[src/rtl/reg_bank_xfer.sv]
// Sixteen-entry register bank with an external write port and a register-to-register
// transfer engine that steers the external bus mux via Sel and writes its outBus back.
module reg_bank_xfer #(
    parameter int WIDTH  = 16,
    parameter int SETTLE = 1
) (
    input  logic             Clk,
    input  logic             Resetn,
    input  logic             WrEn,
    input  logic [3:0]       WrAddr,
    input  logic [WIDTH-1:0] WrData,
    input  logic             XferReq,
    input  logic [3:0]       XferSrc,
    input  logic [3:0]       XferDst,
    input  logic [WIDTH-1:0] outBus,
    output logic [3:0]       Sel,
    output logic             XferBusy,
    output logic             XferDone,
    output logic [WIDTH-1:0] outR0,
    output logic [WIDTH-1:0] outR1,
    output logic [WIDTH-1:0] outR2,
    output logic [WIDTH-1:0] outR3,
    output logic [WIDTH-1:0] outR4,
    output logic [WIDTH-1:0] outR5,
    output logic [WIDTH-1:0] outR6,
    output logic [WIDTH-1:0] outR7,
    output logic [WIDTH-1:0] outR8,
    output logic [WIDTH-1:0] outR9,
    output logic [WIDTH-1:0] outR10,
    output logic [WIDTH-1:0] outR11,
    output logic [WIDTH-1:0] outR12,
    output logic [WIDTH-1:0] outR13,
    output logic [WIDTH-1:0] outR14,
    output logic [WIDTH-1:0] outR15
);

    typedef enum logic [1:0] {IDLE, SEL, LOAD, DONE} xferState_e;

    localparam logic [3:0] SETTLE_LAST = 4'(SETTLE - 1);

    xferState_e       state;
    xferState_e       stateNext;
    logic [3:0]       count;
    logic [3:0]       countNext;
    logic [3:0]       selNext;
    logic [3:0]       dstReg;
    logic [3:0]       dstNext;
    logic             loadEn;
    logic [WIDTH-1:0] regFile [16];

    always_ff @(posedge Clk or negedge Resetn) begin
        if (!Resetn) begin
            state  <= IDLE;
            count  <= '0;
            Sel    <= '0;
            dstReg <= '0;
        end else begin
            state  <= stateNext;
            count  <= countNext;
            Sel    <= selNext;
            dstReg <= dstNext;
        end
    end

    // Sel doubles as the latched source index; it only moves when a request is accepted.
    always_comb begin
        stateNext = state;
        countNext = count;
        selNext   = Sel;
        dstNext   = dstReg;
        loadEn    = 1'b0;
        XferBusy  = 1'b0;
        XferDone  = 1'b0;
        case (state)
            IDLE: begin
                if (XferReq) begin
                    selNext   = XferSrc;
                    dstNext   = XferDst;
                    countNext = '0;
                    stateNext = SEL;
                end
            end
            SEL: begin
                XferBusy  = 1'b1;
                countNext = count + 4'd1;
                if (count == SETTLE_LAST) begin
                    stateNext = LOAD;
                end
            end
            LOAD: begin
                XferBusy  = 1'b1;
                loadEn    = 1'b1;
                stateNext = DONE;
            end
            DONE: begin
                XferDone  = 1'b1;
                stateNext = IDLE;
            end
            default: stateNext = IDLE;
        endcase
    end

    // The transfer write is issued last so it overrides an external write to the same register.
    always_ff @(posedge Clk or negedge Resetn) begin
        if (!Resetn) begin
            for (int i = 0; i < 16; i++) begin
                regFile[i] <= '0;
            end
        end else begin
            if (WrEn) begin
                regFile[WrAddr] <= WrData;
            end
            if (loadEn) begin
                regFile[dstReg] <= outBus;
            end
        end
    end

    assign outR0  = regFile[0];
    assign outR1  = regFile[1];
    assign outR2  = regFile[2];
    assign outR3  = regFile[3];
    assign outR4  = regFile[4];
    assign outR5  = regFile[5];
    assign outR6  = regFile[6];
    assign outR7  = regFile[7];
    assign outR8  = regFile[8];
    assign outR9  = regFile[9];
    assign outR10 = regFile[10];
    assign outR11 = regFile[11];
    assign outR12 = regFile[12];
    assign outR13 = regFile[13];
    assign outR14 = regFile[14];
    assign outR15 = regFile[15];

endmodule

[config.mk]
export PLATFORM = sky130hd
export DESIGN_NAME = reg_bank_xfer
export DESIGN_NICKNAME = d
export VERILOG_FILES = /design/src/rtl/reg_bank_xfer.sv
export SDC_FILE = /design/constraint.sdc
export NUM_CORES = 1
export LEC_CHECK = 0
export BUFFER_PORTS_ARGS = -buffer_cell sky130_fd_sc_hd__buf_2
export CORE_ASPECT_RATIO = 1.25
export CORE_UTILIZATION = 45
export CTS_CLUSTER_SIZE = 14
export DETAILED_ROUTE_END_ITERATION = 7
export PLACE_DENSITY_LB_ADDON = 0.12
export SLEW_MARGIN = 30
export SYNTH_ARGS = -nofsm -noshare
export SYNTH_HDL_FRONTEND = slang
export SYNTH_SLANG_ARGS = --single-unit
[constraint.sdc]
create_clock -name Clk -period 2.2 [get_ports Clk]
set_input_delay 0.22 -clock Clk [delete_from_list [all_inputs] [get_ports Clk]]
set_output_delay 0.22 -clock Clk [all_outputs]
set_load 0.005 [all_outputs]
# --- After elaboration in Yosys (flattened, before gate mapping) ---
# Cells that the tools add are included.
op_classes:
  magnitude_cmp: 4
  bitwise: 2
  eq_ne: 5
  reduce_logical: 9
  addsub: 1
  muxes: 16
op_table:
  columns: ["op", "n"]
  rows:
  - ["256-bit bitwise mux", 2]
  - ["256-bit 2-to-1 mux", 2]
  - ["16-bit demux with 4-bit select", 2]
  - ["16-bit 2-to-1 mux", 2]
  - ["5-bit greater-or-equal comparator, second input constant", 2]
  - ["5-bit by 1-bit < comparator with 1-bit output, second input constant", 2]
  - ["4-bit inverter with 5-bit output", 2]
  - ["2-bit one-hot mux with 4 select lines", 1]
  - ["4-bit one-hot mux with 2 select lines", 1]
  - ["2-bit AND reduction", 3]
  - ["4-bit by 1-bit adder with 4-bit output, second input constant", 1]
  - ["2-bit equality test, second input constant", 2]
  - ["4-bit zero test", 1]
  - ["2-bit 2-to-1 mux", 2]
  - ["4-bit 2-to-1 mux", 1]
  - ["2-bit inequality test, second input constant", 2]
  - ["1-bit 2-to-1 mux", 3]
  - ["2-bit by 1-bit equality test with 1-bit output, second input constant", 1]
  - ["1-bit logical AND", 2]
  - ["2-bit zero test", 1]
  - ["2-bit nonzero test", 1]
  - ["2-bit OR reduction", 1]
totals:
  output_inout_bits: 262
  regBits: 270
  input_bits: 48

# --- Depth between registers and ports, before layout ---
logic_depth:
  ltp_word: 9
  mapped_depth: 7

# --- Least setup slack after synthesis ---
# Ideal clock, no wire load.
synth_path:
  kind: "register -> register"
  startpoint: "register state[0]"
  endpoint: "register regFile (netlist bit outR1[10])"
  n_path_buf: 2
  synth_period_minus_slack_ps: 1766
  setup_ps: 129
  t_required_ps: 2071
  path_stages_with_launch: 8
  setup_slack_ps: 434
  arrival_ps: 1637
  cell_sequence: "dfrtp_1 inv_1 ha_1 or3b_4 buf_2 clkbuf_1 nor3_1 a31oi_1"
synth_via:
  elab_chain_cells: 3
synth_rtl:
  columns: ["item", "line_no", "source"]
  rows:
  - ["from (decl)", "41", "xferState_e state;"]
  - ["from (signal assigned)", "58", "state <= stateNext;"]
  - ["2-bit equality test", "74", "case (state)"]
  - ["1-bit 2-to-1 mux", "74", null]
  - ["256-bit 2-to-1 mux", "113", "if (loadEn) begin"]
  - ["to (signal, indexed assignment)", "111", "regFile[WrAddr] <= WrData;"]
  - ["to (signal, indexed assignment)", "114", "regFile[dstReg] <= outBus;"]
  - ["to (decl)", "49", "logic [WIDTH-1:0] regFile [16];"]
# No other way between the ends.
# A chain may end at the register's enable or synchronous reset.

# --- Worst setup path in the final report ---
layout_path:
  startpoint: "register state[0]"
  endpoint: "register regFile (netlist bit outR4[15])"
# The elaborated chain is that of the path after synthesis.

==> results_dict.tcl <==
set metrics [dict create \
    groute.layer.met1.usage 0.4655 \
    worstSkewPairLatency_ns 0.55 \
    postSynthAreaPerCell_um2 8.374 \
    routedWlPerCell_um 26.35 \
    worstPathBufferInverterCount 1 \
    post_dp_cell_area_mm2 0.01566 \
    ys_seq_elements 270 \
    relSlewSlack 0.4905 \
    hold_viol 0 \
    critical-path-max-stage-delay_ns 0.51 \
    total_cts_buffers 28 \
    detailedRoute.firstIterationViolations 1649 \
    place_worst_setup_slack_ns 0.1819 \
    clkSinkCount 270 \
    finish.instance_area_mm2 0.01663 \
    grt_antenna_before_repair 1 \
    finalCoreUtilization 0.5506 \
    grt_first_pass_wirelength_um 88510 \
    postRouteAntennaNets 0 \
    total_setup_violations_reported_at_the_end_of_the_flow 0 \
    grt_overflow 0 \
    synth_edf_count 0 \
    cts-root-to-sink-buffers 3 \
    worst_pin_slew_ns 0.7642 \
    busiest_layer "met2" \
    synthFlopType "sky130_fd_sc_hd__dfrtp_1" \
    syn-instance-count 1654 \
    synth.area.top_cells "sky130_fd_sc_hd__dfrtp_1 (49%), sky130_fd_sc_hd__a31oi_1 (12%), sky130_fd_sc_hd__o21ai_0 (9.3%), sky130_fd_sc_hd__nor3_1 (9.3%), sky130_fd_sc_hd__nand2_1 (7.1%)" \
    finClkSkew_ns 0.008534 \
    p_total_mw 22.74 \
    fp.dieH_um 198.2 \
    netlist_area_mm2 0.01385 \
    clock_slew_at_reported_path_ffs_ns 0.06 \
    count_of_standard_cell_rows 71 \
    power_density_mw_per_mm2 1367 \
    core_mm2 0.03020 \
    globalRouteTotalUtil 0.3727 \
    worst-endpoint-arrival_ns 2.52 \
    synth-async-reset-ratio 1.000 \
    yosysMostFrequentCell "sky130_fd_sc_hd__dfrtp_1" \
    finalSetupTns_ns 0 \
    die_area_mm2 0.03149 \
    dr_total_vias 14700 \
    final-seq-area_mm2 0.006756 \
    grt.met3_usage 0.07038 \
    run_status "finished clean" \
    ys_warn_count 0 \
    synth-seq-area-share 0.4878 \
    initial_utilization 0.4586 \
    first_pass_iteration_count_of_the_detailed_router 5 \
    synth_fp_nets 1708 \
    finalWorstPathRequiredPeriod_ns 2.063 \
    cts.repair_timing.setup_buffer_count 0 \
    dieWidth_um 158.9 \
    final_routed_drc_violation_total 0 \
    final_min_period_over_clock_period 0.9375 \
    grt_start_max_net_pins 71 \
    number_of_pins_exceeding_their_max_slew_limit_in_the_final_report 0 \
    ir_drop_mv 0.6381 \
    use_met2 0.5840 \
    postRouteWirelength_um 60010 \
    cts_tree "yes" \
    path_max_fanout 20 \
    synth_top_area_share 0.4878 \
    synth_cell_type_count 32 \
    routabilityCongestion 0.8952 \
    synth_commonest_cells "sky130_fd_sc_hd__dfrtp_1 (270), sky130_fd_sc_hd__nand2_1 (263), sky130_fd_sc_hd__o21ai_0 (258)" \
    worst-setup-path-type "flip-flop to flip-flop" \
    critical_path.top_delay_family "simple AND/OR/NAND/NOR gates" \
    power.static_leakage_nw 6.753 \
    critical_path.endpoint_type "flip-flop" \
    final_layout_size_suffix_gt1_frac 0.2416 \
    num-nets-final 1909 \
    detailedPlacementHpwl_um 38870 \
    rsz0062_at_grt "no" \
    htreeDepth 1 \
    multi_input_comb_area_mm2 0.006213 \
    worstSetupStartpointType "flip-flop" \
    cts-root-buf "sky130_fd_sc_hd__clkbuf_16" \
    portBuffers 309 \
    synthDominantAreaCellType "sky130_fd_sc_hd__dfrtp_1" \
    num-fill-cells 2869 \
    final.setup.worst_slack_ns 0.1375 \
    fmax_mhz 484.8 \
    pin_count 310 \
    max-cap-violations 0 \
    cell_with_the_largest_stage_delay_on_the_worst_path "sky130_fd_sc_hd__or2_1" \
    flow.area_growth_from_synthesis_pct 20.07 \
    worstPathRequired_ns 2.66 \
    grt_pass1_vias 14070 \
    vias_per_cell 6.456 \
    crit_chain "inv_1, ha_1, or3b_4, or2_1, a31oi_1" \
    min-delay-path-class "input port to flip-flop" \
]
-- path summary, 6_finish.rpt --
path | start | to | slack (ns) | cells past startpoint
worst min-delay path | XferReq | count[3]$_DFFE_PN0P_ | 0.02 | 4
worst max register to register | state[0]$_DFFE_PN0P_ | outR4[15]$_DFF_PN0_ | 0.14 | 5
min in group asynchronous | Resetn | outR15[8]$_DFF_PN0_ | 0.20 | 2
max in group asynchronous | Resetn | outR2[12]$_DFF_PN0_ | 1.22 | 3
worst min register to register | Sel[1]$_DFFE_PN0P_ | Sel[1]$_DFFE_PN0P_ | 0.50 | 1
worst max-delay path | state[0]$_DFFE_PN0P_ | outR4[15]$_DFF_PN0_ | 0.14 | 5
-- cell type report --
cell class	instances	area share
Clock inverter	6	0.002107
Multi-Input combinational cell	1164	0.3736
Antenna cell	1	0.0001505
Tap cell	401	0.03017
Timing Repair Buffer	387	0.1362
Inverter	4	0.0009028
Sequential cell	270	0.4063
Clock buffer	44	0.05063
-- through the flow --
stage	hold WS [ns]	instances
CTS	0.01569	2276
detailed placement	0.1925	2217
floorplan	-0.07559	1654
finish	0.02023	2277
global route	0.06924	2277
global placement	0.1838	2217
-- power by group --
part / internal (mW) / switching (mW)
clock network: 2.61 / 2.03
registers: 7.51 / 1.84
logic: 3.72 / 5.02
total: 13.8 / 8.89
-- logic make-up (layout without fill, tap and decap cells) --
logic type	count (synthesis)	in the layout	share of synthesized area
AO/OA/AOI/OAI	520	520	0.2124
adder cells (fa/ha/maj)	6	6	0.005420
buffers and inverters	220	441	0.06531
flip-flops	270	270	0.4878
multiplexers	10	10	0.008040
other	0	1	0
AND/OR/NAND/NOR	628	628	0.2210
-- repair_timing --
item,4_1_cts,5_1_grt
hold endpoints to repair,55,0
gates resized for setup,0,0
hold buffers,9,0
setup endpoints to repair,0,0
-- registers in the layout (all words and copies together), names as in the netlist, 4 cells and up --
register	count
outR7	16
outR15	16
outR9	16
outR14	16
outR8	16
outR1	16
outR10	16
outR3	16
dstReg	4
outR13	16
outR0	16
outR6	16
outR11	16
outR5	16
outR4	16
count	4
outR12	16
Sel	4
outR2	16
-- placed cells by master (no fill, tap or decap), drive strengths merged, types with 2 or more instances in the layout --
cell type	count
nand2b	7
or2	18
inv	4
clkbuf	44
and3	17
dlygate4sd3	9
mux2	9
and3b	34
a31oi	256
buf	378
clkinvlp	2
nand3	4
dfrtp	270
nor2	2
clkinv	4
o21ai	258
nor3	257
nor3b	17
nand2	263
or3b	3
ha	6
nand3b	5
-- metal layers --
| layer | routed length (um) | up-vias |
|---|---|---|
| li1 | - | 6352 |
| met1 | 22220 | 7125 |
| met2 | 27340 | 1002 |
| met3 | 5812 | 222 |
| met4 | 4639 | 0 |
| met5 | 0 | - |
-- worst register-to-register path: stages (launching register included) --
cell                      delay, ns
sky130_fd_sc_hd__dfrtp_1       0.42
sky130_fd_sc_hd__inv_1         0.09
sky130_fd_sc_hd__ha_1          0.16
sky130_fd_sc_hd__or3b_4        0.50
sky130_fd_sc_hd__or2_1         0.52
sky130_fd_sc_hd__a31oi_1       0.28
Note: power is estimated with default switching activity, not from simulation.
